File: src/rtl/seq_approx_restoring_divider.sv
// Iterative restoring divider (2*DW / DW), one quotient row per clock, MSB row first.
// Cells in the masked row/column region can be swapped for approximate cells per operation.
module seq_approx_restoring_divider #(
    parameter int unsigned DW          = 8,
    parameter int unsigned APPROX_ROWS = 4,
    parameter int unsigned APPROX_COLS = 8
) (
    input  logic              clk,
    input  logic              rst,
    input  logic              in_valid,
    output logic              in_ready,
    input  logic [2*DW-1:0]   n,
    input  logic [DW-1:0]     d,
    input  logic              approx_en,
    output logic              out_valid,
    input  logic              out_ready,
    output logic [DW-1:0]     q,
    output logic [DW-1:0]     r,
    output logic              dbz,
    output logic              ovf
);

    localparam int unsigned NW = 2 * DW;
    localparam int unsigned KW = (DW > 1) ? $clog2(DW) : 1;

    typedef enum logic [1:0] {
        IDLE = 2'd0,
        BUSY = 2'd1,
        DONE = 2'd2
    } state_t;

    state_t          state;
    logic [DW-1:0]   n_lo;
    logic [DW-1:0]   d_l;
    logic            apx_l;
    logic [KW-1:0]   k;

    logic [DW-1:0]   x;
    logic [DW-1:0]   diff;
    logic [DW-1:0]   p_nxt;
    logic            row_apx;
    logic            bor;
    logic            q_bit;

    // One row of the subtractor array; r doubles as the partial remainder P.
    always_comb begin
        x       = {r[DW-2:0], n_lo[k]};
        row_apx = apx_l && (32'(k) < APPROX_ROWS);
        diff    = '0;
        bor     = 1'b0;
        for (int j = 0; j < int'(DW); j++) begin
            if (row_apx && (j < int'(APPROX_COLS))) begin
                diff[j] = 1'b0;
                bor     = x[j] | d_l[j] | ~bor;
            end else begin
                diff[j] = x[j] ^ d_l[j] ^ bor;
                bor     = (~x[j] & d_l[j]) | (~(x[j] ^ d_l[j]) & bor);
            end
        end
        q_bit = r[DW-1] | ~bor;
        p_nxt = q_bit ? diff : x;
    end

    // Control FSM with registered handshake and result outputs.
    always_ff @(posedge clk) begin
        if (rst) begin
            state     <= IDLE;
            in_ready  <= 1'b1;
            out_valid <= 1'b0;
            q         <= '0;
            r         <= '0;
            dbz       <= 1'b0;
            ovf       <= 1'b0;
            n_lo      <= '0;
            d_l       <= '0;
            apx_l     <= 1'b0;
            k         <= '0;
        end else begin
            case (state)
                IDLE: begin
                    if (in_valid && in_ready) begin
                        n_lo     <= n[DW-1:0];
                        d_l      <= d;
                        apx_l    <= approx_en;
                        in_ready <= 1'b0;
                        if (d == '0) begin
                            q     <= '1;
                            r     <= n[DW-1:0];
                            dbz   <= 1'b1;
                            ovf   <= 1'b0;
                            state <= DONE;
                        end else begin
                            q     <= '0;
                            r     <= n[NW-1:DW];
                            dbz   <= 1'b0;
                            ovf   <= (n[NW-1:DW] >= d);
                            k     <= KW'(DW - 1);
                            state <= BUSY;
                        end
                    end
                end
                BUSY: begin
                    r <= p_nxt;
                    q <= {q[DW-2:0], q_bit};
                    if (k == '0) begin
                        out_valid <= 1'b1;
                        state     <= DONE;
                    end else begin
                        k <= k - 1'b1;
                    end
                end
                DONE: begin
                    // Divide-by-zero enters DONE directly, so valid rises one edge later.
                    if (!out_valid) begin
                        out_valid <= 1'b1;
                    end else if (out_ready) begin
                        out_valid <= 1'b0;
                        in_ready  <= 1'b1;
                        state     <= IDLE;
                    end
                end
                default: begin
                    state    <= IDLE;
                    in_ready <= 1'b1;
                end
            endcase
        end
    end

endmodule

File: config.mk
export PLATFORM = sky130hd
export DESIGN_NAME = seq_approx_restoring_divider
export DESIGN_NICKNAME = d
export VERILOG_FILES = /design/src/rtl/seq_approx_restoring_divider.sv
export SDC_FILE = /design/constraint.sdc
export NUM_CORES = 1
export LEC_CHECK = 0
export ABC_AREA = 1
export CAP_MARGIN = 20
export CORE_ASPECT_RATIO = 0.75
export CORE_MARGIN = 4
export CORE_UTILIZATION = 40
export CTS_CLUSTER_DIAMETER = 50
export DETAILED_ROUTE_END_ITERATION = 10
export HOLD_SLACK_MARGIN = 0.15
export SLEW_MARGIN = 20
export SYNTH_ARGS = -nofsm -noshare
export SYNTH_HDL_FRONTEND = slang
export SYNTH_SLANG_ARGS = --single-unit
File: constraint.sdc
create_clock -name clk -period 7.5 [get_ports clk]
set_clock_uncertainty 0.05 [all_clocks]
set_input_delay 0.75 -clock clk [delete_from_list [all_inputs] [get_ports clk]]
set_output_delay 0.75 -clock clk [all_outputs]
set_load 0.02 [all_outputs]
* Yosys cells after proc, flatten, opt, wreduce, memory -nomap -nowiden
Index checks and enable logic that the tools add are counted. W data, S select, Z words.
Word-level totals: bits in latches 0, output and inout port bits 20, logic and storage cells 157, RAM bits 0, memories kept 0, bits in read-only memories 0, register bits 42, input port bits 29
Operators by class: multiplexer cells 45, divide/modulo/power cells 0, $add $sub $neg 1, multiply operators 0, magnitude comparators 3, equality and inequality tests 8, shift operators 0, reduce and logical (&&, ||, !) cells 13, bitwise logic cells 76
Operators with widths (number):
- $mux W8 | 5
- $pmux W8 S2 | 2
- $mux W1 | 25
- $not A1 Y1 | 24
- $or A1 B1 Y1 | 22
- $and A1 B1 Y1 | 15
- $xor A1 B1 Y1 | 15
- $ne A2 B2 Y1 const B | 6
- $reduce_and A4 Y1 | 3
- $mux W2 | 5
- $mux W3 | 3
- $ge A8 B8 Y1 | 1
- $logic_not A8 Y1 | 1
- $pmux W2 S3 | 1
- $pmux W3 S2 | 1
- $reduce_and A2 Y1 | 3
- $lt A3 B4 Y1 const B | 1
- $reduce_bool A2 Y1 | 2
- $bmux W1 S3 | 1
- $logic_not A3 Y1 | 1
- $lt A3 B3 Y1 const B | 1
- $pmux W1 S3 | 1
- $sub A3 B1 Y3 const B | 1
- $eq A2 B1 Y1 const B | 1
- other kinds (4) | 5

* Depth between registers and ports, before layout
Gate-level depths: netlist (run 1).
depth after elaboration 30, gate-level depth with buffers 34, gate-level depth less buffers 33

* Worst setup path before layout (run 1)
No wires, ideal clock.
kind flip-flop to flip-flop, start point register k[0], end point register r[0], stages on the path, launching flop included 35, required time 7.341 ns, arrival time 5.087 ns, clock period less this slack 5.246 ns, slack 2.254 ns, library setup time 0.109 ns, buffers on the path 1, cell sequence dfxtp_1 inv_1 o21ai_0 o22ai_1 nand2_1 o21ai_0 inv_1 ha_1 nor2_1 fa_1 o21ai_0 inv_1 fa_1 nand2_1 nand2_1 fa_1 nand2_1 o21ai_0 fa_1 nand2_1 nand2_1 fa_1 nor2_1 nor2_1 fa_1 nand2_1 nand2_1 fa_1 a21oi_1 nand2_4 buf_6 nand2_1 o211ai_2 nand2_1 inv_1
On the way: longest elaborated chain between the ends 30, elaborated cells on any way between the ends 48, those cells by class order compare (1); mux (13); bitwise (33); reduce/logical (1)
RTL lines:
- from (decl) | RTL line 36 | logic [KW-1:0] k;
- from (signal assigned) | RTL line 97 | k <= KW'(DW - 1);
- from (signal assigned) | RTL line 109 | k <= k - 1'b1;
- $bmux W1 S3 | RTL line 47 | x = {r[DW-2:0], n_lo[k]};
- $mux W1 (implied by the code) | RTL line 47
- $not A1 Y1 | RTL line 57 | bor = (~x[j] & d_l[j]) | (~(x[j] ^ d_l[j]) & bor);
- $and A1 B1 Y1 | RTL line 57
- $mux W1 | RTL line 52 | if (row_apx && (j < int'(APPROX_COLS))) begin
- $and A1 B1 Y1 or $not A1 Y1 (tied branches) | RTL line 57, 54
- $or A1 B1 Y1 (on tied branches) | RTL line 57, 54
- $mux W1 | RTL line 52
- (+14 left out)
- $mux W1 | RTL line 52
- $and A1 B1 Y1 or $not A1 Y1 (tied branches) | RTL line 57, 54
- $or A1 B1 Y1 (on tied branches) | RTL line 57, 54
- $mux W1 | RTL line 52
- $not A1 Y1 | RTL line 60 | q_bit = r[DW-1] | ~bor;
- $or A1 B1 Y1 | RTL line 60
- $mux W8 * | RTL line 61 | p_nxt = q_bit ? diff : x;
- $pmux W8 S2 * | RTL line 79 | case (state)
- to (signal assigned) | RTL line 88 | r <= n[DW-1:0];
- to (signal assigned) | RTL line 94 | r <= n[NW-1:DW];
- to (signal assigned) | RTL line 103 | r <= p_nxt;
- to (decl) | RTL line 18 | output logic [DW-1:0] r,
Mark *: on every way between the ends. The rest lies on a longest branch, timed or not. The select of a mux whose other input is x is not followed. A chain may end at the register's enable or synchronous reset.

* Worst setup path after layout (run 1)
start point register k[0], end point register r[3]
Same word-level chain as after synthesis.

==> flow_summary_export.csv, run 1 <==
group,metric,value,unit
status,outcome,"completed",
floorplan,die_h,79.42,µm
floorplan,initial_core_util,42.21,%
logic_synthesis,syn_nets,451,
sta,timing.hold.ws,428.7,ps
worst_setup_path,critPathLaunchType,"flip-flop",
logic_synthesis,syn-cell-area,2720,µm²
power,power_leakage,0.001524,µW
cts,clockBufferDepth,2,
logic_synthesis,synthArstFlopShare,0,%
cts,path_clk_slew,90,ps
finish,syn2layout_area_growth,22.36,%
cts,clkLatencyLatePin,300,ps
sta,finalCriticalPeriod,5747,ps
sta,worst_pin_slew,929.5,ps
min_path,hold_start,"ovf",
route,first_pass_iters,5,
power,switching_share,41.83,%
min_path,hp-class,"reg -> reg",
placed_design,dp.cells,513,
logic_synthesis,yosys-top-cells-area,"dfxtp_1, nand2_1, inv_1",
cts,cts.sinks,42,
cts,cts_tree,"done",
cts,cts_made_buffers,5,
cts,postCtsSetupRepairBufs,0,
placed_design,place_congestion,0.8554,
power,clkPwrFrac,20.9,%
min_path,whs_path_depth,2,
global_route,grt-ovfl-total,0,
global_route,met2_usage,25.86,%
sta,relSlewSlack,37.97,%
sta,finalSetupViolCount,0,
route,vias,2528,
global_route,grt_max_degree,32,
power,p_int,513.7,µW
global_route,top_usage_layer,"met1",
logic_synthesis,ys_seq_area_share,30.91,%
sta,tns,0,ps
floorplan,dieArea,8197,µm²
worst_setup_path,cp.required,7610,ps
placed_design,dp_hpwl,5182,µm
worst_setup_path,crit_path_top_delay_cell,"dfxtp_1",
cts,cts-root-buf,"clkbuf_8",
worst_setup_path,cp_common_cell,"nand2_1",
sta,fmax,0.1740,GHz
worst_setup_path,critPathMaxStageDelay,390,ps
logic_synthesis,yosysTopAreaCellShare,30.91,%
global_route,grt_pass1_vias,2383,
route,via_per_inst,4.852,
sta,maxSlewViolCount,0,
sta,hold_violations,0,
worst_setup_path,r2r_cells,33,
worst_setup_path,crit_type,"reg -> reg",
power,switchingPower,369.5,µW
cts,htree_num_levels,2,
global_route,antenna_found_initial,0,
route,post_drt_wl_per_cell,12.99,µm
floorplan,core,6444,µm²
logic_synthesis,synth-edff-count,0,
floorplan,io_pins,49,
global_route,use_met3,3.493,%
worst_setup_path,cp_data_arrival_time,5850,ps
global_route,grt_pass1_wl,11450,µm
sta,grt_setup_unrepaired,"no",
sta,min_period_over_period,76.63,%
global_route,use_met1,26.78,%
route,routed_wl,6769,µm
route,drtIter0Drc,128,
worst_setup_path,cp_max_fo,17,
placed_design,numPortBuffers,48,
logic_synthesis,yosysUniqueCellTypes,30,
logic_synthesis,synth_flop_cell,"dfxtp_1",
power,comb_power_share,46.0,%
worst_setup_path,reg2reg_to,"r[3]",
logic_synthesis,ys_ff_latch,42,
power,p_seq_share,33.1,%
route,ant_nets,0,
flow_run,maxCapViolations,0,
route,drc,0,
finish,nets,493,
worst_setup_path,r2r_setup_slack,1750,ps
global_route,grtUsageTotal,17.64,%
logic_synthesis,synthCells,397,
logic_synthesis,syn_area_per_cell,6.852,µm²
cts,cts.repair.resized,0,
logic_synthesis,synth_area_leader_cell,"dfxtp_1",
power,ir_worst_vdd,0.0001095,V
finish,finalNonFillerCells,521,
floorplan,rows,25,
worst_setup_path,r2r-start,"k[0]",
power,pwr_density_cell,265.4,nW/µm²
worst_setup_path,cp-startpoint,"k[0]",
logic_synthesis,yosysWarnings,0,
finish,antenna_cells,0,
finish,drive_gt1_share,7.045,%
min_path,min_to,"ovf",
floorplan,dieWidth,103.2,µm
worst_setup_path,critPathCaptureType,"flip-flop",
cts,cts_hold_buf,0,
==> cells in the final DEF, fill, tap and decap left out, types with 13 or more instances in the layout <==
cell type	netlist	routed
nand2_1	75	75
inv_1	71	71
nor2_1	63	62
clkdlybuf4s50_1	0	48
dfxtp_1	42	42
o21ai_0	40	40
ha_1	18	18
a21oi_1	17	17
nand3_1	13	13
==> metrics by stage <==
step                cell area [µm²]  utilization, %  setup WS (ps)  power, µW
floorplan                      2720               -           2254      602.8
global route                   3328           51.65           1230      964.6
CTS                            3328           51.65           1749      890.1
detailed placement             3218           49.94           1793      706.3
global placement               3218           49.94           1957      694.9
finish                         3328           51.65           1753      883.2
==> cell usage after synthesis (7+ instances only) <==
| library cell | instances |
|---|---|
| a21oi_1 | 17 |
| nand2_1 | 75 |
| nand3_1 | 13 |
| o21ai_0 | 40 |
| ha_1 | 18 |
| inv_1 | 71 |
| o21ai_2 | 7 |
| a21oi_2 | 7 |
| nor2_1 | 63 |
| clkbuf_1 | 7 |
| dfxtp_1 | 42 |
| fa_1 | 7 |
==> worst max-delay path: cells and delay by family (launching register included) <==
family                     cells  cell delay [ps]
and+or+nand+nor               15             1210
DFF                            1              390
adders and majority gates      8             2680
buffers and inverters          3              330
AOI/OAI and AO/OA              7              940
==> power by group through the flow <==
stage                     Combinational, µW  Sequential, µW  Clock [µW]
after CTS                               410             293         187
after floorplan                         297             305           0
after global placement                  396             298           0
after global routing                    468             299         197
final                                   406             293         184
after detailed placement                409             298           0
==> worst max-delay path by stage <==
| stage | slack, ps | cells after the start | to |
|---|---|---|---|
| floorplan | 2250 | 34 | r[0] |
| global route | 1230 | 33 | r[3] |
| global placement | 1960 | 33 | r[7] |
| finish | 1750 | 33 | r[3] |
| CTS | 1750 | 33 | r[6] |
| detailed placement | 1790 | 33 | r[6] |
==> cells by family (layout without fill, tap and decap cells) <==
kind of cell / after synthesis / in the layout / synth area share [%]
and+or+nand+nor: 163 / 163 / 24.47
buffers and inverters: 86 / 129 / 13.39
AOI/OAI and AO/OA: 81 / 81 / 17.80
DFF: 42 / 42 / 30.91
adders and majority gates: 25 / 25 / 13.43
==> routing by layer <==
| metal | share of wire (%) | vias to the layer above |
|---|---|---|
| met5 | 0 | - |
| met3 | 5.3 | 2 |
| met1 | 52 | 1164 |
| met2 | 42 | 45 |
| met4 | 0.34 | 0 |
| li1 | - | 1317 |
==> cell type report <==
class | count | area (µm²)
Fill cell | 658 | 3115
Multi-Input combinational cell | 269 | 1518
Sequential cell | 42 | 840.8
Timing Repair Buffer | 49 | 488.0
Inverter | 72 | 270.3
Tap cell | 81 | 101.3
Clock buffer | 6 | 72.57
Clock inverter | 2 | 37.54
==> registers in the layout, summed over array words and instances, names as in the netlist, 2 cells and up <==
| signal | count |
|---|---|
| k | 3 |
| q | 8 |
| d_l | 8 |
| state | 2 |
| r | 8 |
| n_lo | 8 |
Note: power is estimated with default switching activity, not from simulation.
==> run 2, diff against run 1 <==
==> constraint.sdc (replaced) <==
create_clock -name clk -period 5.3 [get_ports clk]
set_clock_uncertainty 0.05 [all_clocks]
set_input_delay 0.53 -clock clk [delete_from_list [all_inputs] [get_ports clk]]
set_output_delay 0.53 -clock clk [all_outputs]
set_load 0.02 [all_outputs]
==> run 2 against run 1 <==
  * The flow now finishes with violations (negative setup slack)
  * Flip-flop and latch count did not move
  * Core utilization rose by 2.4 points
  * Design area rose by 4.7%
  * Largest cell class unchanged
==> flow_summary_export.csv, run 2 (synthesized netlist as in run 1, its figures left out) <==
group,metric,value,unit
sta,min_period_over_period,100.3,%
sta,hold_violations,0,
sta,grt_setup_unrepaired,"yes",
worst_setup_path,cp.required,5480,ps
cts,cts.sinks,42,
sta,fmax,0.1881,GHz
sta,relSlewSlack,39.63,%
power,comb_power_share,50.1,%
worst_setup_path,crit_family,"adder cells",
route,drc,0,
route,routed_wl,7121,µm
power,clkPwrFrac,19.2,%
global_route,grt-ovfl-total,0,
sta,setup_ws,-16.08,ps
finish,antenna_cells,0,
route,ant_nets,0,
route,wl_met2,3056,µm
power,switching_share,42.90,%
route,vias,2588,
cts,cts-root-buf,"clkbuf_8",
sta,finalSetupViolCount,7,
finish,finalNonFillerCells,528,
power,p_int,782.1,µW
floorplan,dieWidth,103.2,µm
floorplan,dieArea,8197,µm²
flow_run,maxCapViolations,0,
worst_setup_path,critPathMaxStageDelay,370,ps
min_path,hp-class,"reg -> reg",
finish,final_common_cell,"nand2_1",
global_route,grt_pass1_vias,2412,
floorplan,die_h,79.42,µm
cts,clkLatencyLatePin,300,ps
route,first_pass_iters,5,
sta,finalCriticalPeriod,5316,ps
power,switchingPower,587.5,µW
worst_setup_path,r2r_setup_slack,-20,ps
worst_setup_path,cp.depth,32,
floorplan,core,6444,µm²
finish,fillers,649,
finish,final_cell_mix,"nand2_1, inv_1, nor2_1",
cts,cts_tree,"done",
global_route,grtUsageTotal,18.18,%
worst_setup_path,cp_data_arrival_time,5490,ps
global_route,antenna_found_initial,0,
power,power,1370,µW
cts,htree_num_levels,2,
floorplan,initial_core_util,42.21,%
worst_setup_path,r2r-start,"k[0]",
power,power_leakage,0.001565,µW
finish,nets,500,
cts,clockBufferDepth,2,
placed_design,dp.cells,518,
worst_setup_path,critPathLaunchType,"flip-flop",
sta,maxSlewViolCount,0,
finish,syn2layout_area_growth,28.06,%
sta,worst_pin_slew,904.6,ps
power,p_seq_share,30.7,%
cts,path_clk_slew,90,ps
min_path,min_to,"ovf",
placed_design,dp_hpwl,5204,µm
finish,fin_area,3483,µm²
placed_design,numPortBuffers,48,
worst_setup_path,cp_common_cell,"fa_2",
route,wl_met1,3716,µm
min_path,hold_start,"ovf",
global_route,grt_pass1_wl,11640,µm
cts,postCtsSetupRepairBufs,0,
status,violations,"negative setup slack",
placed_design,dp_worst_setup_slack,-219.9,ps
worst_setup_path,crit_type,"reg -> reg",
placed_design,place_congestion,0.8330,
worst_setup_path,crit_buf_inv,5,
sta,timing.hold.ws,421.3,ps
cts,cts_made_buffers,5,
floorplan,rows,25,
worst_setup_path,critPathCaptureType,"flip-flop",
route,via_per_inst,4.902,
route,drtIter0Drc,126,
worst_setup_path,r2r_cells,32,
finish,drive_gt1_share,14.77,%
placed_design,dpl_cell_area,3256,µm²
status,outcome,"complete, but fails checks",
route,met3_length,308,µm
route,top_layer_used,"met4",
min_path,whs_path_depth,2,
power,ir_worst_vdd,0.0001754,V
route,post_drt_wl_per_cell,13.49,µm
power,pwr_density_cell,393.2,nW/µm²
floorplan,io_pins,49,
global_route,grt_max_degree,32,
worst_setup_path,reg2reg_to,"r[2]",
worst_setup_path,cp_max_fo,8,
worst_setup_path,crit_path_top_delay_cell,"dfxtp_4",
run 2: routing by layer:
layer	global-route usage (%)	vias up
met1	27.57	1197
met2	27.08	48
li1	-	1339
met3	3.319	4
met4	2.975	0
met5	0	-
run 2: worst reg2reg max path, delay by kind of cell (launching register included):
kind,cells,cell delay [ps]
buf+inv,5,380
simple gates,11,840
fa+ha+maj,8,2660
flops,1,370
compound gates,8,980
run 2: worst max path at each step:
stage,slack (ps),end,from
after floorplan,50,r[0],k[0]
after global placement,-140,r[6],k[0]
after detailed placement,-220,r[7],k[0]
after CTS,20,r[7],k[0]
after global routing,-340,r[6],k[0]
final,-20,r[2],k[0]
run 2: power groups by stage:
stage	Clock (µW)	Sequential [µW]	Combinational (µW)
2_1_floorplan	0	432	421
3_3_place_gp	0	422	577
3_5_place_dp	0	421	585
4_1_cts	266	416	628
5_1_grt	286	430	780
6_report	263	421	686
run 2: repair_timing:
item,in CTS,in global routing
hold buffers,0,0
endpoints found under the setup margin,9,9
pin swaps,6,22
gates resized for setup,13,29
gates cloned,2,0
run 2: stage by stage:
step / utilization (%) / TNS [ps]
after floorplan: - / 0
after global placement: 50.52 / -986.3
after detailed placement: 50.52 / -1756
after CTS: 52.89 / 0
after global routing: 54.06 / -2774
final: 54.06 / -81.24
run 2: final cells by class:
type / count / area (µm²) / area share (%)
Multi-Input combinational cell: 271 / 1624 / 46.62
Sequential cell: 42 / 845.8 / 24.28
Tap cell: 81 / 101.3 / 2.909
Clock inverter: 2 / 37.54 / 1.078
Inverter: 72 / 272.8 / 7.830
Timing Repair Buffer: 54 / 529.3 / 15.19
Clock buffer: 6 / 72.57 / 2.083
==> run 3, diff against run 2 <==
--- a/config.mk
+++ b/config.mk
@@ -13,6 +13,7 @@
 export CTS_CLUSTER_DIAMETER = 50
 export DETAILED_ROUTE_END_ITERATION = 10
 export HOLD_SLACK_MARGIN = 0.15
+export REMOVE_ABC_BUFFERS = 1
 export SLEW_MARGIN = 20
 export SYNTH_ARGS = -nofsm -noshare
 export SYNTH_HDL_FRONTEND = slang
==> run 3 against run 2 <==
  * The run now ends clean
  * Via count shrank 0.70%
  * First-iteration DRC count decreased by 43%
  * Combinational power is 2% lower
  * Fmax up 4.1%
  * Flip-flop and latch count is the same
  * Non-clock buffer count is the same
  * Sequential power about the same
  * Clock-buffer cell count up 1
  * Core utilization fell by 0.17 points
  * Clock power shrank 6%
  * Critical path depth grew 1
  * Highest routed layer unchanged
==> flow_summary_export.csv, run 3 (synthesized netlist as in run 1, its figures left out) <==
group,metric,value,unit
worst_setup_path,cp_common_cell,"fa_2",
placed_design,dp_worst_setup_slack,-264.0,ps
sta,worst_pin_slew,912.8,ps
sta,relSlewSlack,39.08,%
route,drtIter0Drc,72,
power,power_leakage,0.001564,µW
worst_setup_path,cp.depth,33,
global_route,antenna_found_initial,0,
worst_setup_path,crit_type,"reg -> reg",
finish,drive_gt1_share,14.32,%
floorplan,dieArea,8197,µm²
finish,finish.utilization,53.88,%
floorplan,rows,25,
finish,antenna_cells,0,
worst_setup_path,crit_path_top_delay_cell,"dfxtp_4",
route,ant_nets,0,
cts,path_clk_slew,80,ps
finish,ff_latch_area,845.8,µm²
floorplan,initial_core_util,42.21,%
placed_design,place_congestion,0.8484,
finish,fillers,647,
cts,clockBufferDepth,2,
placed_design,numPortBuffers,48,
worst_setup_path,r2r_cells,33,
power,ir_worst_vdd,0.0001131,V
worst_setup_path,crit_family,"adder cells",
sta,finalCriticalPeriod,5109,ps
route,routed_wl,6927,µm
floorplan,io_pins,49,
min_path,min_to,"ovf",
global_route,grt_pass1_wl,11290,µm
sta,finalSetupViolCount,0,
worst_setup_path,cp_max_fo,5,
placed_design,dp.cells,517,
flow_run,maxCapViolations,0,
worst_setup_path,r2r-start,"k[0]",
cts,cts_tree,"done",
worst_setup_path,critPathCaptureType,"flip-flop",
floorplan,core,6444,µm²
min_path,hp-class,"reg -> reg",
cts,cts.sinks,42,
finish,multi_input_area,1620,µm²
status,outcome,"completed",
worst_setup_path,r2r_setup_slack,190,ps
global_route,grtUsageTotal,17.56,%
route,vias,2570,
worst_setup_path,cp.required,5400,ps
sta,setup_ws,191.4,ps
cts,cts_made_buffers,5,
min_path,hold_start,"ovf",
route,post_drt_wl_per_cell,13.12,µm
finish,finalNonFillerCells,528,
route,drc,0,
finish,final_cell_mix,"nand2_1, inv_1, nor2_1",
cts,clkLatencyLatePin,290,ps
sta,maxSlewViolCount,0,
min_path,whs_path_depth,2,
sta,grt_setup_unrepaired,"yes",
sta,min_period_over_period,96.39,%
finish,final_common_cell,"nand2_1",
worst_setup_path,critPathLaunchType,"flip-flop",
sta,fmax,0.1957,GHz
floorplan,die_h,79.42,µm
worst_setup_path,cp_data_arrival_time,5210,ps
worst_setup_path,reg2reg_to,"r[7]",
route,first_pass_iters,4,
cts,cts_hold_buf,0,
route,via_per_inst,4.867,
placed_design,dp_hpwl,5217,µm
floorplan,dieWidth,103.2,µm
worst_setup_path,crit_buf_inv,4,
global_route,grt-ovfl-total,0,
cts,htree_num_levels,2,
finish,syn2layout_area_growth,27.64,%
sta,hold_violations,0,
global_route,grt_pass1_vias,2376,
worst_setup_path,critPathMaxStageDelay,380,ps
global_route,grt_max_degree,33,
power,pwr_density_cell,385.1,nW/µm²
finish,nets,500,
cts,cts-root-buf,"clkbuf_8",
[run 3: how the worst max path moves through the flow]
stage / startpoint / end / slack, ps
floorplan: k[0] / r[0] / 70
global placement: k[0] / r[7] / -130
detailed placement: k[0] / r[7] / -260
CTS: k[0] / r[2] / 2
global route: k[0] / r[1] / -70
finish: k[0] / r[7] / 190
[run 3: metal layers]
layer	track usage (%)	part of all wire, %	vias up
li1	-	-	1343
met1	26.38	52	1148
met2	25.03	41	69
met3	4.017	6.2	10
met4	4.657	1.3	0
met5	0	0	-
[run 3: area by class of cell]
cell class                      count  share of cell area [%]
Sequential cell                    42                   24.36
Clock inverter                      1                  0.8649
Tap cell                           81                   2.919
Inverter                           72                   7.856
Timing Repair Buffer               54                   15.14
Multi-Input combinational cell    271                   46.67
Clock buffer                        7                   2.198
[run 3: what timing repair did]
action	4_1_cts	5_1_grt
gates cloned	2	0
endpoints found under the setup margin	9	9
resized for setup	10	29
pin swaps	5	15
setup buffers	1	0
[run 3: tightest hold or removal path, cell delays in order (launching register included)]
cell and delay [ps]:
dfxtp_1 320, nand2_1 60, a21oi_1 50
[run 3: per-stage QoR]
step / TNS [ps] / area [µm²] / power [µW] / hold WS (ps)
after floorplan: 0 / 2626 / 818.1 / 404.3
after global placement: -752.2 / 3248 / 991.6 / 406.4
after detailed placement: -2067 / 3248 / 1001 / 410.2
after CTS: 0 / 3395 / 1293 / 422.9
after global routing: -432.8 / 3472 / 1454 / 449.5
final: 0 / 3472 / 1337 / 420.3
[run 3: where the power goes]
| group | internal [µW] | switching, µW | total [µW] |
|---|---|---|---|
| clock network | 141 | 107 | 248 |
| logic | 266 | 403 | 670 |
| registers | 369 | 51.1 | 420 |
==> edit: new RTL, flow settings as in run 2 <==
Encoding of `state_t`: now one-hot (3 bits for 3 states).
--- a/src/rtl/seq_approx_restoring_divider.sv
+++ b/src/rtl/seq_approx_restoring_divider.sv
@@ -25,6 +25,6 @@
 
-    typedef enum logic [1:0] {
-        IDLE = 2'd0,
-        BUSY = 2'd1,
-        DONE = 2'd2
+    typedef enum logic [2:0] {
+        IDLE = 3'b001,
+        BUSY = 3'b010,
+        DONE = 3'b100
     } state_t;
Behaviour: same outputs for any inputs over 4 cycles, from zero or initial values and one cycle with rst high; so few cycles prove little.
==> edit against run 2 <==
- routed wire length rose by 2.5%
- sequential power rose by 16%
- worst setup slack improved by 0.11 ns
- cell count rose by 1.7%
- clock power fell by 22%
- sequential cell count rose by 1
- hold slack improved by 0.0066 ns
- synthesized area rose by 1.1%
- sequential share of layout area rose by 0.11 points
- synthesized cell count rose by 1.8%
- power rose by 31%
- final area rose by 1.9%
- critical path type unchanged
==> edit: results (changes against run 2) <==
- Status: finished, final reports clean
- Worst-Margin Slew: 0.863 ns (-0.0418 ns)
- Post-DP Area: 0.00333 mm^2 (+2.2%)
- Share of layout cells above drive strength 1: 0.162 (+0.0146)
- Via count: 2648 (+2.3%)
- Setup TNS: 0 ns (+0.0812 ns)
- Largest net degree at the start of global routing: 31 (-3.1%)
- Initial DRC count: 89 (-29%)
- Total GRT Usage: 0.183 (+0.000752)
- Avg Cell Area, Syn: 6.81 um^2 (-0.60%)
- Mapped Nets: 458 (+1.6%)
- N_diodes: 0 (unchanged)
- DRT Pass-1 Iters: 4 (-1)
- Clock buffer count from CTS: 5 (unchanged)
- Nets: 509 (+1.8%)
- Seq/Total Area, Yosys: 0.313 (+0.00376)
- Ys Warns: 0 (unchanged)
- Clock latency on the worst-skew pair: 0.30 ns (about the same)
- Place WS: -0.279 ns (-0.0590 ns)
- Data arrival, critical path: 5.31 ns (-0.18 ns)
- Worst stage delay on the critical path: 0.37 ns (about the same)
- First-pass GRT wire length: 12400 um (+6.1%)
- Met2 routed WL: 2980 um (-2.5%)
- Synth area leaders: dfxtp_1 31%, nand2_1 10%, inv_1 9.3%
- Worst hold path type: register to register
- Dpl cells: 526 (+1.5%)
- Placer Congestion: 0.900 (+8.1%)
- Average routed wire per standard cell: 13.6 um (+0.82%)
- Wire length on met1: 3780 um (+1.6%)
- Post-Synth Adder-Cell Area: 0.133 (-0.00153)
- Post-DP HPWL: 5460 um (+4.9%)
- Static Leak: 0.00156 uW (-0.45%)
- Non-Filler Instances: 537 (+1.7%)
- Worst vdd ir: 164 uV (-6.4%)
- Unique cell type count in the Yosys netlist: 25 (-17%)
- Met3 Wirelength: 473 um (+54%)
- Compound-Gate Fraction of Synth Area: 0.171 (-0.00748)
- Worst-path fanout max: 8 (unchanged)
- Top cells by count, synth: 76 x nand2_1, 68 x inv_1, 61 x nor2_1
[edit: changes by cell type in the layout (fill, tap and decap cells not counted), sizes merged, moves of 2 or more]
cell and delta:
a21oi +3, nand3 +4, nand4 +4, o22ai -2, buf +4, nor2 -3
[edit: layout make-up]
class	instances	area, um^2
multi-input cells	275	1670
clock buffers	7	76.3
repair buffers	58	563
flip-flops and latches	43	866
well taps	81	101
inverters	72	270
fillers	645	2930
clock inverters	1	5.00
[edit: metal layers]
| metal | vias to the layer above | global-route usage |
|---|---|---|
| met5 | - | 0 |
| met2 | 68 | 0.279 |
| met4 | 0 | 0.0372 |
| met3 | 7 | 0.0509 |
| li1 | 1368 | - |
| met1 | 1205 | 0.258 |
[edit: kinds of logic after synthesis]
family	Yosys count
compound gates	81
fa+ha+maj	25
buf+inv	87
flops	43
simple gates	168
[edit: tightest hold or removal path, cell delays in order, from the launching register on]
cell,delay (ns)
dfxtp_1,0.32
nand2_1,0.06
a21oi_1,0.06
[edit: repair_timing]
action	CTS	global route
setup endpoints to repair	9	9
cloned	1	0
resized for setup	14	30
setup buffers	2	0
pin swaps	5	22
hold buffers	0	0
[edit: worst paths after layout]
kind / from / to / slack, ns / cells after the start
worst max-delay path: k[0] / r[6] / 0.09 / 32
worst min-delay path: ovf / ovf / 0.43 / 2
worst max register to register: k[0] / r[6] / 0.09 / 32
worst min register to register: ovf / ovf / 0.43 / 2
[edit: power by group]
part	internal, uW	switching [uW]
clock	92.7	112
combinational	439	661
sequential	412	77.3
